`src/rtl/period_meter.sv`:
```
// period_meter: measures the rising-to-rising period and high-phase length of a slow
// asynchronous signal in sys_clk cycles, strobes each result and flags a stalled input.
module period_meter #(
    parameter int                   CNT_WIDTH = 26,
    parameter logic [CNT_WIDTH-1:0] TIMEOUT   = 26'd50_000_000
) (
    input  logic                 sys_clk,
    input  logic                 sys_rst_n,
    input  logic                 sig_in,
    output logic [CNT_WIDTH-1:0] period,
    output logic [CNT_WIDTH-1:0] high_time,
    output logic                 meas_valid,
    output logic                 timeout
);

    localparam logic [0:0] S_IDLE    = 1'b0;
    localparam logic [0:0] S_MEASURE = 1'b1;

    localparam logic [CNT_WIDTH-1:0] CNT_ONE = {{(CNT_WIDTH-1){1'b0}}, 1'b1};

    logic                 sync1_q;
    logic                 sig_s_q;
    logic                 sig_d_q;
    logic [0:0]           state_q,   state_d;
    logic [CNT_WIDTH-1:0] cnt_p_q,   cnt_p_d;
    logic [CNT_WIDTH-1:0] cnt_h_q,   cnt_h_d;
    logic [CNT_WIDTH-1:0] period_q,  period_d;
    logic [CNT_WIDTH-1:0] high_q,    high_d;
    logic                 valid_q,   valid_d;
    logic                 timeout_q, timeout_d;

    logic rise;
    logic at_limit;

    assign rise     = sig_s_q & ~sig_d_q;
    assign at_limit = (cnt_p_q == TIMEOUT);

    // The counter check runs before the edge check, so an edge arriving exactly when
    // the limit is reached restarts the measurement instead of publishing it.
    always_comb begin
        state_d   = state_q;
        cnt_p_d   = cnt_p_q;
        cnt_h_d   = cnt_h_q;
        period_d  = period_q;
        high_d    = high_q;
        valid_d   = 1'b0;
        timeout_d = timeout_q;

        case (state_q)
            S_IDLE: begin
                cnt_p_d = '0;
                cnt_h_d = '0;
                if (rise) begin
                    state_d = S_MEASURE;
                    cnt_h_d = CNT_ONE;
                end
            end

            S_MEASURE: begin
                if (at_limit) begin
                    timeout_d = 1'b1;
                    period_d  = '0;
                    high_d    = '0;
                    cnt_p_d   = '0;
                    if (rise) begin
                        cnt_h_d = CNT_ONE;
                    end else begin
                        cnt_h_d = '0;
                        state_d = S_IDLE;
                    end
                end else if (rise) begin
                    period_d  = cnt_p_q + CNT_ONE;
                    high_d    = cnt_h_q;
                    valid_d   = 1'b1;
                    timeout_d = 1'b0;
                    cnt_p_d   = '0;
                    cnt_h_d   = CNT_ONE;
                end else begin
                    cnt_p_d = cnt_p_q + CNT_ONE;
                    cnt_h_d = cnt_h_q + {{(CNT_WIDTH-1){1'b0}}, sig_s_q};
                end
            end

            default: begin
                state_d = S_IDLE;
                cnt_p_d = '0;
                cnt_h_d = '0;
            end
        endcase
    end

    always_ff @(posedge sys_clk or negedge sys_rst_n) begin
        if (!sys_rst_n) begin
            sync1_q   <= 1'b0;
            sig_s_q   <= 1'b0;
            sig_d_q   <= 1'b0;
            state_q   <= S_IDLE;
            cnt_p_q   <= '0;
            cnt_h_q   <= '0;
            period_q  <= '0;
            high_q    <= '0;
            valid_q   <= 1'b0;
            timeout_q <= 1'b0;
        end else begin
            sync1_q   <= sig_in;
            sig_s_q   <= sync1_q;
            sig_d_q   <= sig_s_q;
            state_q   <= state_d;
            cnt_p_q   <= cnt_p_d;
            cnt_h_q   <= cnt_h_d;
            period_q  <= period_d;
            high_q    <= high_d;
            valid_q   <= valid_d;
            timeout_q <= timeout_d;
        end
    end

    assign period     = period_q;
    assign high_time  = high_q;
    assign meas_valid = valid_q;
    assign timeout    = timeout_q;

endmodule
```
`config.mk`:
```
export PLATFORM = sky130hd
export DESIGN_NAME = period_meter
export DESIGN_NICKNAME = d
export VERILOG_FILES = /design/src/rtl/period_meter.sv
export SDC_FILE = /design/constraint.sdc
export NUM_CORES = 1
export LEC_CHECK = 0
export ABC_AREA = 1
export ABC_CLOCK_PERIOD_IN_PS = 1600
export CORE_MARGIN = 3
export CORE_UTILIZATION = 51
export DETAILED_ROUTE_END_ITERATION = 8
export PLACE_DENSITY = 0.76
export SYNTH_ARGS = -nofsm -noshare
export SYNTH_HDL_FRONTEND = slang
export SYNTH_SLANG_ARGS = --single-unit
export TNS_END_PERCENT = 20
```
`constraint.sdc`:
```
create_clock -name sys_clk -period 1.6 [get_ports sys_clk]
set_input_delay 0.4 -clock sys_clk [delete_from_list [all_inputs] [get_ports sys_clk]]
set_output_delay 0.4 -clock sys_clk [all_outputs]
set_load 0.01 [all_outputs]
```
== Word level (Yosys, flattened, before mapping) ==
Cells that the tools add are included.
Widths: inputs -> output; s select.

* Register bits after elaboration: 110
* Latch bits: 0
* Bits in writable memories: 0
* Bits in read-only memories: 0
* Input bits: 3
* Word-level logic and storage cells: 36
* Memories kept: 0

* $add $sub $neg: 2
* Multipliers: 0
* Divide/modulo/power cells: 0
* Order comparisons: 0
* Equality and inequality tests: 1
* Shifts and indexed selects: 0
* Muxes and demuxes: 18
* Bitwise operators: 3
* Reductions and logical operators: 2

{| class="wikitable"
|+ Operators by type and width
! kind !! count
|-
| $mux 26 || 8
|-
| $pmux 26 s2 || 2
|-
| $add 26x1->26 || 1
|-
| $add 26x1->26 const B || 1
|-
| $eq 26x26->1 const B || 1
|-
| $mux 1 || 7
|-
| $not 1->1 || 2
|-
| $pmux 1 s2 || 1
|-
| $reduce_and 2->1 || 1
|-
| $reduce_bool 2->1 || 1
|-
| $and 1x1->1 || 1
|}

== Longest topological paths before layout ==
* Depth in word-level cells: 5
* Mapped depth: 10
* Depth with buffers taken out: 10

== Worst setup path after synthesis ==
OpenSTA, ideal clock, no wires.

* Path kind: register to register
* Start: register sig_s_q
* End: register cnt_h_q[22]
* Arrival time: 1.393 ns
* Path slack: 0.090 ns
* Cell stages (with the launch flop): 10
* Path buffers: 0
* Path through: dfrtp_1 -> ha_1 -> ha_1 -> nand2_1 -> nor2_2 -> nand2_1 -> nor2_2 -> nand3_1 -> nor2_1 -> nor2_1

* Cells in the longest elaborated chain, start to end: 4
* Elaborated cells on any way between the ends: 5

{| class="wikitable"
|+ Ends and longest elaborated chain
! what !! RTL line !! text
|-
| start, declared || 22 || <nowiki>logic sig_s_q;</nowiki>
|-
| start signal, assigned || 106 || <nowiki>sig_s_q <= sync1_q;</nowiki>
|-
| $add 26x1->26 / $and 1x1->1 (equally long branches) || 80, 35 ||
|-
| $mux 26 * || 71 || <nowiki>end else if (rise) begin</nowiki>
|-
| $mux 26 * || 60 || <nowiki>if (at_limit) begin</nowiki>
|-
| $pmux 26 s2 * || 49 || <nowiki>case (state_q)</nowiki>
|-
| via cnt_h_d[22] || 26 || <nowiki>logic [CNT_WIDTH-1:0] cnt_h_q, cnt_h_d;</nowiki>
|-
| end signal, assigned || 110 || <nowiki>cnt_h_q <= cnt_h_d;</nowiki>
|-
| end, declared || 26 ||
|}

The timed path passes the listed nets; every way through them passes the cells marked *.
A chain may end at the register's enable or synchronous reset.

== Final worst setup path ==
* Start: register cnt_p_q[9]
* End: register high_q[16] (netlist: high_time[16])

* Cells in the longest elaborated chain, start to end: 3
* Elaborated cells on any way between the ends: 4

{| class="wikitable"
|+ Ends and longest elaborated chain
! what !! RTL line !! text
|-
| start, declared || 25 || <nowiki>logic [CNT_WIDTH-1:0] cnt_p_q, cnt_p_d;</nowiki>
|-
| start signal, assigned || 109 || <nowiki>cnt_p_q <= cnt_p_d;</nowiki>
|-
| $eq 26x26->1 * || 36 || <nowiki>assign at_limit = (cnt_p_q == TIMEOUT);</nowiki>
|-
| $reduce_bool 2->1 (no line) || -- ||
|-
| $reduce_and 2->1 (no line) || -- ||
|-
| end signal, assigned || 112 || <nowiki>high_q <= high_d;</nowiki>
|-
| end, declared || 28 || <nowiki>logic [CNT_WIDTH-1:0] high_q, high_d;</nowiki>
|}

Mark *: on every way between the ends. The rest lies on a longest branch, timed or not.

==> results_dict.tcl <==
set metrics [dict create \
    timing.rr.end "high_time[16]" \
    cp.arrival_ns 1.95 \
    worst-path-max-fanout 21 \
    nNetsFinal 840 \
    synth_area_leader_cell "dfrtp_1" \
    power.density_nw_per_um2 783.2 \
    synth-edff-count 0 \
    seqPwrFrac_pct 52.6 \
    end_kind "flip-flop" \
    synth_seq_cells 110 \
    worst_slack_ns -0.09167 \
    setup_violations 88 \
    dr.pass1.iters 5 \
    worst_pin_slew_ns 0.5790 \
    finalCriticalPeriod_ns 1.692 \
    maxSlewViolCount 0 \
    die_w_um 108.8 \
    ys_seq_area_share_pct 51.08 \
    internal-power_mw 4.150 \
    stdcell_count 968 \
    cap_violations 0 \
    ys.flop_type "dfrtp_1" \
    ir_drop_v 0.0007317 \
    combinationalPowerShare_pct 17.1 \
    place.gp.congestion 0.9561 \
    wl_um 16520 \
    grt_pass1_vias 4861 \
    swShare_pct 29.15 \
    cts_tree "built" \
    pwr-share-clk_pct 30.3 \
    drt-vias-per-instance 5.438 \
    core_area_sq_um 10000 \
    synth.net_count 701 \
    n_antenna_cell 0 \
    crit_required_ns 1.86 \
    cts.path.max_buffers 2 \
    wl_per_cell_um 17.07 \
    pre_cts_slack_ns -0.3299 \
    ant_nets 0 \
    start_kind "flip-flop" \
    async_flop_share_pct 100.0 \
    worst_hold_slack_ns 0.3398 \
    drive_gt1_share_pct 24.55 \
    rr_worst_depth 8 \
    grt_use_total_pct 26.58 \
    power_mw 5.858 \
    relSlewSlack_pct 61.40 \
    syn_area_per_cell_sq_um 7.787 \
    hold_violations 0 \
    portBuffers 56 \
    grt_max_degree 110 \
    grt-ovfl-total 0 \
    place_hpwl_um 10350 \
    synth.distinct_cells 32 \
    finalCritPeriodShare_pct 105.7 \
    synth_cells 692 \
    synth_top_area_share_pct 51.08 \
    dr.first_iter.drc_count 419 \
    r2r_slack_ns -0.09 \
    cts.sinks 110 \
    dieArea_sq_um 11840 \
    grt_pass1_wl_um 24250 \
    antenna_found_initial 0 \
    fmax_mhz 591.1 \
    ioPinCount 57 \
    syn_area_sq_um 5389 \
    clkTransAtPathRegs_ns 0.11 \
    leakage_nw 3.724 \
    rows 36 \
    initial_core_util_pct 53.89 \
    drt_drc_violations_left 0 \
    rsz0062_at_grt "yes" \
    yosysWarnings 0 \
    die_h_um 108.8 \
    h-tree-depth 3 \
    status "complete, but fails checks" \
    tns_ns -3.219 \
    cts_inserted_buffers 9 \
    critPathKind "flip-flop to flip-flop" \
    cts_root_buf "clkbuf_8" \
    place_inst 927 \
    synth.area.top_cells "dfrtp_1 51%, nand2_1 15%, nor2_1 8.4%" \
    vias 5264 \
    clk_latency_ns 0.38 \
    finClkSkew_ns 0.01313 \
    violations "negative setup slack" \
    p_sw_mw 1.708 \
    reg2reg_from "cnt_p_q[9]" \
    area_growth_pct 38.80 \
    hp-class "input port to asynchronous set/reset pin" \
]
==> cell type report <==
type	count	area (sq um)
multi-input cells	511	2769
well taps	133	166.4
flip-flops and latches	110	2755
clock inverters	5	66.31
inverters	54	202.7
repair buffers	145	1383
clock buffers	10	137.6
fillers	755	2520
==> power by group through the flow <==
stage | logic [mW] | clock network (mW) | registers, mW
5_1_grt | 1.10 | 1.91 | 3.10
2_1_floorplan | 0.325 | 0 | 3.14
3_5_place_dp | 0.829 | 0 | 3.10
6_report | 1.00 | 1.78 | 3.08
4_1_cts | 0.835 | 1.79 | 3.05
3_3_place_gp | 0.807 | 0 | 3.09
==> flip-flops by register name, summed over array words and instances (netlist names) <==
name        flops
cnt_h_q        26
cnt_p_q        26
high_time      26
meas_valid      1
period         26
sig_d_q         1
sig_s_q         1
state_q         1
sync1_q         1
timeout         1
==> placed cells by master (no fill, tap or decap), drive strengths merged, types with 2 or more instances in the layout <==
cell         count
clkbuf          16
inv             56
ha               6
nor3             7
nand3           85
nand3b           3
a21oi            8
xor2            12
nor2           131
buf             83
xnor2            9
nand4            5
o21ai           21
nand2          215
dlygate4sd2     54
dfrtp          110
nor3b            2
==> repair_timing <==
item | in CTS | in global routing
gates resized for setup | 81 | 106
setup endpoints to repair | 141 | 103
setup buffers | 3 | 13
pin swaps | 6 | 30
hold endpoints to repair | 1 | 0
hold buffers | 1 | 0
cloned | 1 | 8
==> how the worst max path moves through the flow <==
stage | start | to | slack, ns
after global placement | cnt_p_q[0] | period[14] | -0.20
after global routing | cnt_h_q[0] | cnt_h_q[22] | -0.15
after detailed placement | cnt_p_q[0] | high_time[15] | -0.33
after floorplan | sig_s_q | cnt_h_q[22] | 0.09
final | cnt_p_q[9] | high_time[16] | -0.09
after CTS | sig_s_q | cnt_h_q[23] | -0.07
==> per-layer routing <==
metal,track usage (%),part of all wire (%),vias to the layer above
li1,-,-,2457
met1,40.59,45,2558
met2,38.79,46,217
met3,3.493,7.4,32
met4,9.739,1.8,0
met5,0,0,-
==> critical path, stage by stage, from the launching register on <==
cell and delay [ns]:
dfrtp_1 0.41, buf_6 0.14, nor2_4 0.09, nand4_1 0.15
nor2_4 0.21, nand3_4 0.18, buf_12 0.21, nand3_1 0.06
o21ai_0 0.09
==> cell usage after synthesis (2+ instances only) <==
cell      number
buf_4          2
nor2_1       121
o21ai_0        9
inv_1         50
xor2_1        12
a21oi_1        8
nand2_2        2
nand2_1      213
nand3_1       84
ha_1           6
nor2_2         5
buf_2          9
nor2_4         4
xnor2_1        9
dfrtp_1      110
nand4_1        5
inv_2          4
o21ai_1       11
nor3_1         7
buf_6          2
nor3b_1        2
buf_1          5
nand3b_1       3
==> logic make-up (layout without fill, tap and decap cells) <==
family | after synthesis | after routing | share of synthesized area [%]
simple gates | 450 | 451 | 35.18
flops | 110 | 110 | 51.08
compound gates | 33 | 33 | 3.297
fa+ha+maj | 6 | 6 | 1.393
xor+xnor | 21 | 21 | 3.413
buf+inv | 72 | 214 | 5.642
==> through the flow <==
step,util (%),area [sq um]
6_report,74.80,7480
5_1_grt,74.80,7480
4_1_cts,68.07,6807
3_5_place_dp,65.30,6530
3_3_place_gp,65.30,6530
2_1_floorplan,-,5389
Note: power is estimated with default switching activity, not from simulation.
